`config.mk`:
```
export PLATFORM = sky130hd
export DESIGN_NAME = instruction_sequencer
export DESIGN_NICKNAME = d
export VERILOG_FILES = /design/src/rtl/instruction_sequencer.sv
export SDC_FILE = /design/constraint.sdc
export NUM_CORES = 1
export LEC_CHECK = 0
export ABC_AREA = 1
export CORE_ASPECT_RATIO = 1.2
export CORE_MARGIN = 2
export CORE_UTILIZATION = 40
export DETAILED_ROUTE_END_ITERATION = 16
export PLACE_DENSITY = 0.86
export REMOVE_ABC_BUFFERS = 1
export SKIP_CTS_REPAIR_TIMING = 1
export SYNTH_ARGS = -nofsm -noshare
export SYNTH_HDL_FRONTEND = slang
export SYNTH_SLANG_ARGS = --single-unit
```
`constraint.sdc`:
```
create_clock -name clk -period 2.2 [get_ports clk]
set_input_delay 0.22 -clock clk [delete_from_list [all_inputs] [get_ports clk]]
set_output_delay 0.22 -clock clk [all_outputs]
set_load 0.01 [all_outputs]
```
`src/rtl/instruction_sequencer.sv`:
```
// Five-state fetch/execute sequencer: fetches one word per instruction, strobes exec_valid,
// and stops on SYSTEM opcodes (HALT) or fetch timeouts (FAULT). Define SEQ_RETIRE_COUNTER_EN to build the retire counter.
module instruction_sequencer #(
    parameter logic [31:0] RESET_PC = 32'h00000000,
    parameter int          MAX_WAIT = 15
) (
    input  logic        clk,
    input  logic        reset,
    input  logic        run,
    output logic        imem_req,
    output logic [31:0] imem_addr,
    input  logic        imem_ack,
    input  logic [31:0] imem_rdata,
    output logic [31:0] instruction,
    output logic        exec_valid,
    output logic [31:0] pc,
    output logic        halted,
    output logic        fault,
    output logic [31:0] retired
);

    typedef enum logic [2:0] {
        IDLE,
        FETCH,
        EXEC,
        HALT,
        FAULT
    } seqState_t;

    localparam logic [7:0]  WAIT_LIMIT = 8'(MAX_WAIT);
    localparam logic [6:0]  OPC_SYSTEM = 7'b1110011;
    localparam logic [31:0] NOP_WORD   = 32'h00000013;

    seqState_t   stateReg;
    logic [31:0] pcReg;
    logic [31:0] instrReg;
    logic        reqReg;
    logic        execReg;
    logic        haltReg;
    logic        faultReg;
    logic [7:0]  waitCount;

    always_ff @(posedge clk or posedge reset) begin
        if (reset) begin
            stateReg  <= IDLE;
            pcReg     <= RESET_PC;
            instrReg  <= NOP_WORD;
            reqReg    <= 1'b0;
            execReg   <= 1'b0;
            haltReg   <= 1'b0;
            faultReg  <= 1'b0;
            waitCount <= 8'd0;
        end else begin
            case (stateReg)
                IDLE: begin
                    if (run) begin
                        stateReg  <= FETCH;
                        reqReg    <= 1'b1;
                        waitCount <= 8'd0;
                    end
                end
                FETCH: begin
                    // run is deliberately not consulted here: a started fetch always completes.
                    if (imem_ack) begin
                        instrReg <= imem_rdata;
                        reqReg   <= 1'b0;
                        execReg  <= 1'b1;
                        stateReg <= EXEC;
                    end else if (waitCount == WAIT_LIMIT) begin
                        reqReg   <= 1'b0;
                        haltReg  <= 1'b1;
                        faultReg <= 1'b1;
                        stateReg <= FAULT;
                    end else begin
                        waitCount <= waitCount + 8'd1;
                    end
                end
                EXEC: begin
                    execReg <= 1'b0;
                    pcReg   <= pcReg + 32'd4;
                    if (instrReg[6:0] == OPC_SYSTEM) begin
                        haltReg  <= 1'b1;
                        stateReg <= HALT;
                    end else if (run) begin
                        reqReg    <= 1'b1;
                        waitCount <= 8'd0;
                        stateReg  <= FETCH;
                    end else begin
                        stateReg <= IDLE;
                    end
                end
                HALT, FAULT: begin
                    // Terminal states; only reset leaves them.
                end
                default: begin
                    stateReg <= IDLE;
                end
            endcase
        end
    end

    assign imem_req    = reqReg;
    assign imem_addr   = pcReg;
    assign pc          = pcReg;
    assign instruction = instrReg;
    assign exec_valid  = execReg;
    assign halted      = haltReg;
    assign fault       = faultReg;

`ifdef SEQ_RETIRE_COUNTER_EN
    logic [31:0] retiredReg;

    always_ff @(posedge clk or posedge reset) begin
        if (reset) begin
            retiredReg <= 32'd0;
        end else if (stateReg == EXEC) begin
            retiredReg <= retiredReg + 32'd1;
        end
    end

    assign retired = retiredReg;
`else
    assign retired = 32'h00000000;
`endif

endmodule

```
==> results.txt <==
----------------------------------------------------
[Clock tree]
  Inserted Clock Buffers ... 9
  Clock Pin Slew Worst Setup and Hold Paths ... 0.06 ns
  Root buffer cell ... sky130_fd_sc_hd__clkbuf_16
  Clock tree from TritonCTS ... yes
  Clock sinks ... 77
  Number of H-tree levels ... 3
  Clock latency reported for the late side of the worst-skew pair ... 0.34 ns
  Longest Clk Path Bufs ... 2

[Synth]
  Fraction of the mapped netlist area in compound gates ... 0.01964
  Synth Warn # ... 0
  Fraction of synthesis flops using an asynchronous set or reset pin ... 1.000
  Mean instance size in the synthesized netlist ... 9.024 um2
  Cell type with the largest total area after synthesis ... sky130_fd_sc_hd__dfrtp_1
  Dominant combinational cell family by area after synthesis ... simple AND/OR/NAND/NOR gates
  Largest cells by area after synthesis ... sky130_fd_sc_hd__dfrtp_1 (43%), sky130_fd_sc_hd__buf_4 (11%), sky130_fd_sc_hd__nand2_1 (10%)
  Part of the Yosys area used for sequential elements ... 0.4457
  Simple logic cell fraction of the synthesized area ... 0.2334
  Flop and latch count out of synthesis ... 77
  Post-Synthesis Cell Area ... 0.004332 mm2
  Share of cell area taken by muxes after synthesis ... 0.09445
  Most common cell in the netlist ... sky130_fd_sc_hd__nand2_1
  Post-synthesis share of cell area spent on xor and xnor gates ... 0.03437
  Number of flops mapped to enable cells by yosys ... 0
  Post-Syn Instances ... 480
  Synthesized-area fraction occupied by adder cells ... 0.005777
  Synth top area share ... 0.4275
  Distinct cell type count after synthesis ... 34
  Top post-synthesis cells by count ... sky130_fd_sc_hd__nand2_1 (117), sky130_fd_sc_hd__dfrtp_1 (74), sky130_fd_sc_hd__buf_4 (66)
  Commonest register cell after synthesis ... sky130_fd_sc_hd__dfrtp_1

[Drt]
  Number of vias after detailed routing ... 3421
  Drt drc ... 0
  Total wire length after detailed routing ... 9.578 mm
  Number of detailed-routing iterations run before antenna repair ... 5
  Detailed Route Iter0 Violations ... 201
  Post-DR wirelength/cell ... 13.23 um
  Post-detailed-route count of antenna-violating nets ... 0
  DR vias/cell ... 4.725

[Run status]
  Run status ... finished, final reports clean

[GRT]
  Largest net degree at the start of global routing ... 78
  Met3 usage in global routing ... 0.03622
  First-pass GRT wire length ... 15.78 mm
  Met2 Track Usage GR ... 0.2736
  Busiest metal layer after global routing ... met2
  Number of global-route vias before repair ... 3350
  Number of antenna violations at the first check in global routing ... 0
  Overall overflow remaining after global route ... 0
  Overall Global Routing Usage ... 0.1663
  Met1 track demand over resource in global routing ... 0.2089

[Floorplanning]
  Die Span X ... 99.00 um
  DIE AREA ... 0.01168 mm2
  Io pins ... 168
  Die Span Y ... 118.0 um
  Placement Rows ... 41
  Initial core utilization ... 0.4119
  Placeable Area ... 0.01052 mm2

[Run]
  Number of maximum-capacitance constraint violations ... 0

[Setup path]
  Worst setup SP type ... flop
  Critical Path Max Stage Delay ... 0.43 ns
  Required time at the worst-slack endpoint ... 2.42 ns
  Slowest CP cell ... sky130_fd_sc_hd__dfrtp_1
  Data arrival at the endpoint of the critical path ... 2.03 ns
  Crit-path most repeated cell ... sky130_fd_sc_hd__nand2_1
  Crit-path cells ... ha_1 -> nand2_1 -> nor2_1 -> nand3_1 -> nand2_1 -> nand2_1 -> nand2_2 -> nand2_1 -> nand2_1
  Crit end category ... flop
  Category of the most critical setup path ... flop to flop
  Worst-path maximum fanout ... 9

[Placement]
  Port Buffers ... 131
  Routability congestion estimate from global placement ... 0.8310
  Final HPWL from detailed placement ... 7.108 mm
  Number of cells after detailed placement ... 708

[STA]
  Count of final setup violators ... 0
  Crit share post-route ... 0.8210
  Fin. max-slew vios ... 0
  Clock period minus worst slack ... 1.806 ns
  Final number of hold-violating endpoints ... 0
  Setup repair after global routing missed its margin ... false
  Post-route clock skew ... 0.008579 ns
  Timing-limited maximum frequency ... 553.7 MHz
  Setup_tns ... 0 ns
  Worst hold-check slack ... 0.2866 ns

[Cells and area]
  Filler instances ... 922
  Combined area of the multi-input logic cells ... 0.001814 mm2
  Fraction of layout instances using a drive strength above 1 ... 0.1076
  Count of inserted antenna diode cells ... 0
  Non-filler cells, final ... 724
  Total Nets Final ... 628
  Synthesis-to-finish area growth ... 32.35%
  Final core utilization ... 0.5452
  Total area of sequential cells ... 0.001931 mm2

[Power and ir drop]
  Internal Dissipation ... 4130 uW
  Switching Fraction ... 0.3101
  Relative contribution of the clock network to total power ... 0.259
  Leakage dissipation ... 0.002703 uW
  Share of total power in combinational logic ... 0.382
  Switching power ... 1856 uW
  Power per unit of standard cell area ... 1044 mW/mm2
  Proportion of power drawn by flip-flops and latches ... 0.359
  Worst vdd rail ir drop ... 792.8 uV

[Min path]
  Class of the most critical hold timing path ... input port to async pin

----------------------------------------------------
-- registers in the layout (all words and copies together) (netlist names) --
register / flops
exec_valid: 1
fault: 1
halted: 1
imem_addr: 30
imem_req: 1
instruction: 32
stateReg: 3
waitCount: 8
-- through the flow --
| step | setup WS, ns | area, um2 | power [uW] |
|---|---|---|---|
| floorplan | 0.01829 | 3905 | 3316 |
| global placement | 0.4977 | 5425 | 4386 |
| detailed placement | 0.4348 | 5425 | 4455 |
| CTS | 0.4236 | 5733 | 6038 |
| global route | 0.2223 | 5733 | 6302 |
| finish | 0.3938 | 5733 | 5986 |
-- power by group through the flow --
| stage | Combinational, uW | Clock (uW) | Sequential [uW] |
|---|---|---|---|
| after floorplan | 1010 | 0 | 2310 |
| after global placement | 2240 | 0 | 2140 |
| after detailed placement | 2300 | 0 | 2160 |
| after CTS | 2320 | 1570 | 2150 |
| after global routing | 2470 | 1630 | 2200 |
| final | 2290 | 1550 | 2150 |
-- metal layers --
layer | part of all wire | up-vias
met5 | 0 | -
met4 | 0.021 | 0
met3 | 0.062 | 14
met2 | 0.51 | 124
met1 | 0.41 | 1643
li1 | - | 1640
-- area by class of cell --
cell class,instances,area share
clock buffer,11,0.04059
sequential,77,0.3368
timing repair buffer,134,0.2370
inverter,42,0.02794
tap,129,0.02815
multi-input combinational,326,0.3165
clock inverter,5,0.01309
-- worst paths after layout --
path	from	endpoint	slack, ns	depth (start not counted)
worst max-delay path	waitCount[0]	waitCount[1]	0.39	9
worst min register to register	fault	fault	0.49	2
worst max register to register	waitCount[0]	waitCount[1]	0.39	9
worst min-delay path	reset	imem_addr[29]	0.29	3
max in group asynchronous	reset	instruction[4]	1.57	3
min in group clk	imem_rdata[6]	instruction[6]	0.48	3
-- layout by cell type (no fill, tap or decap), types with 2 or more instances in the layout --
| cell type | instances |
|---|---|
| sky130_fd_sc_hd__xor2_1 | 12 |
| sky130_fd_sc_hd__nor3_1 | 4 |
| sky130_fd_sc_hd__a21oi_1 | 5 |
| sky130_fd_sc_hd__o21ai_0 | 3 |
| sky130_fd_sc_hd__xnor2_1 | 5 |
| sky130_fd_sc_hd__bufinv_16 | 2 |
| sky130_fd_sc_hd__o21bai_1 | 2 |
| sky130_fd_sc_hd__nand4_1 | 9 |
| sky130_fd_sc_hd__ha_1 | 2 |
| sky130_fd_sc_hd__inv_1 | 37 |
| sky130_fd_sc_hd__conb_1 | 36 |
| sky130_fd_sc_hd__clkbuf_1 | 2 |
| sky130_fd_sc_hd__mux2_2 | 7 |
| sky130_fd_sc_hd__buf_12 | 2 |
| sky130_fd_sc_hd__nor2_1 | 52 |
| sky130_fd_sc_hd__nand3_2 | 3 |
| sky130_fd_sc_hd__mux2_4 | 22 |
| sky130_fd_sc_hd__dfstp_2 | 3 |
| sky130_fd_sc_hd__inv_2 | 4 |
| sky130_fd_sc_hd__nand3b_1 | 5 |
| sky130_fd_sc_hd__nand2_1 | 117 |
| sky130_fd_sc_hd__clkbuf_16 | 9 |
| sky130_fd_sc_hd__clkinv_2 | 3 |
| sky130_fd_sc_hd__nand3_1 | 30 |
| sky130_fd_sc_hd__dfrtp_1 | 74 |
| sky130_fd_sc_hd__clkdlybuf4s50_1 | 131 |
| sky130_fd_sc_hd__nor2_4 | 3 |
-- critical path, delay by kind of cell, from the launching register on --
kind | cells | cell delay, ns
simple gates | 8 | 1.03
flops | 1 | 0.43
fa+ha+maj | 1 | 0.23
-- cells by family after synthesis --
kind of cell    after synthesis
mux                          29
xor+xnor                     17
compound gates               14
other cells                   1
simple gates                228
buf+inv                     112
flops                        77
fa+ha+maj                     2
No activity file was read; power rests on OpenSTA's default activity.
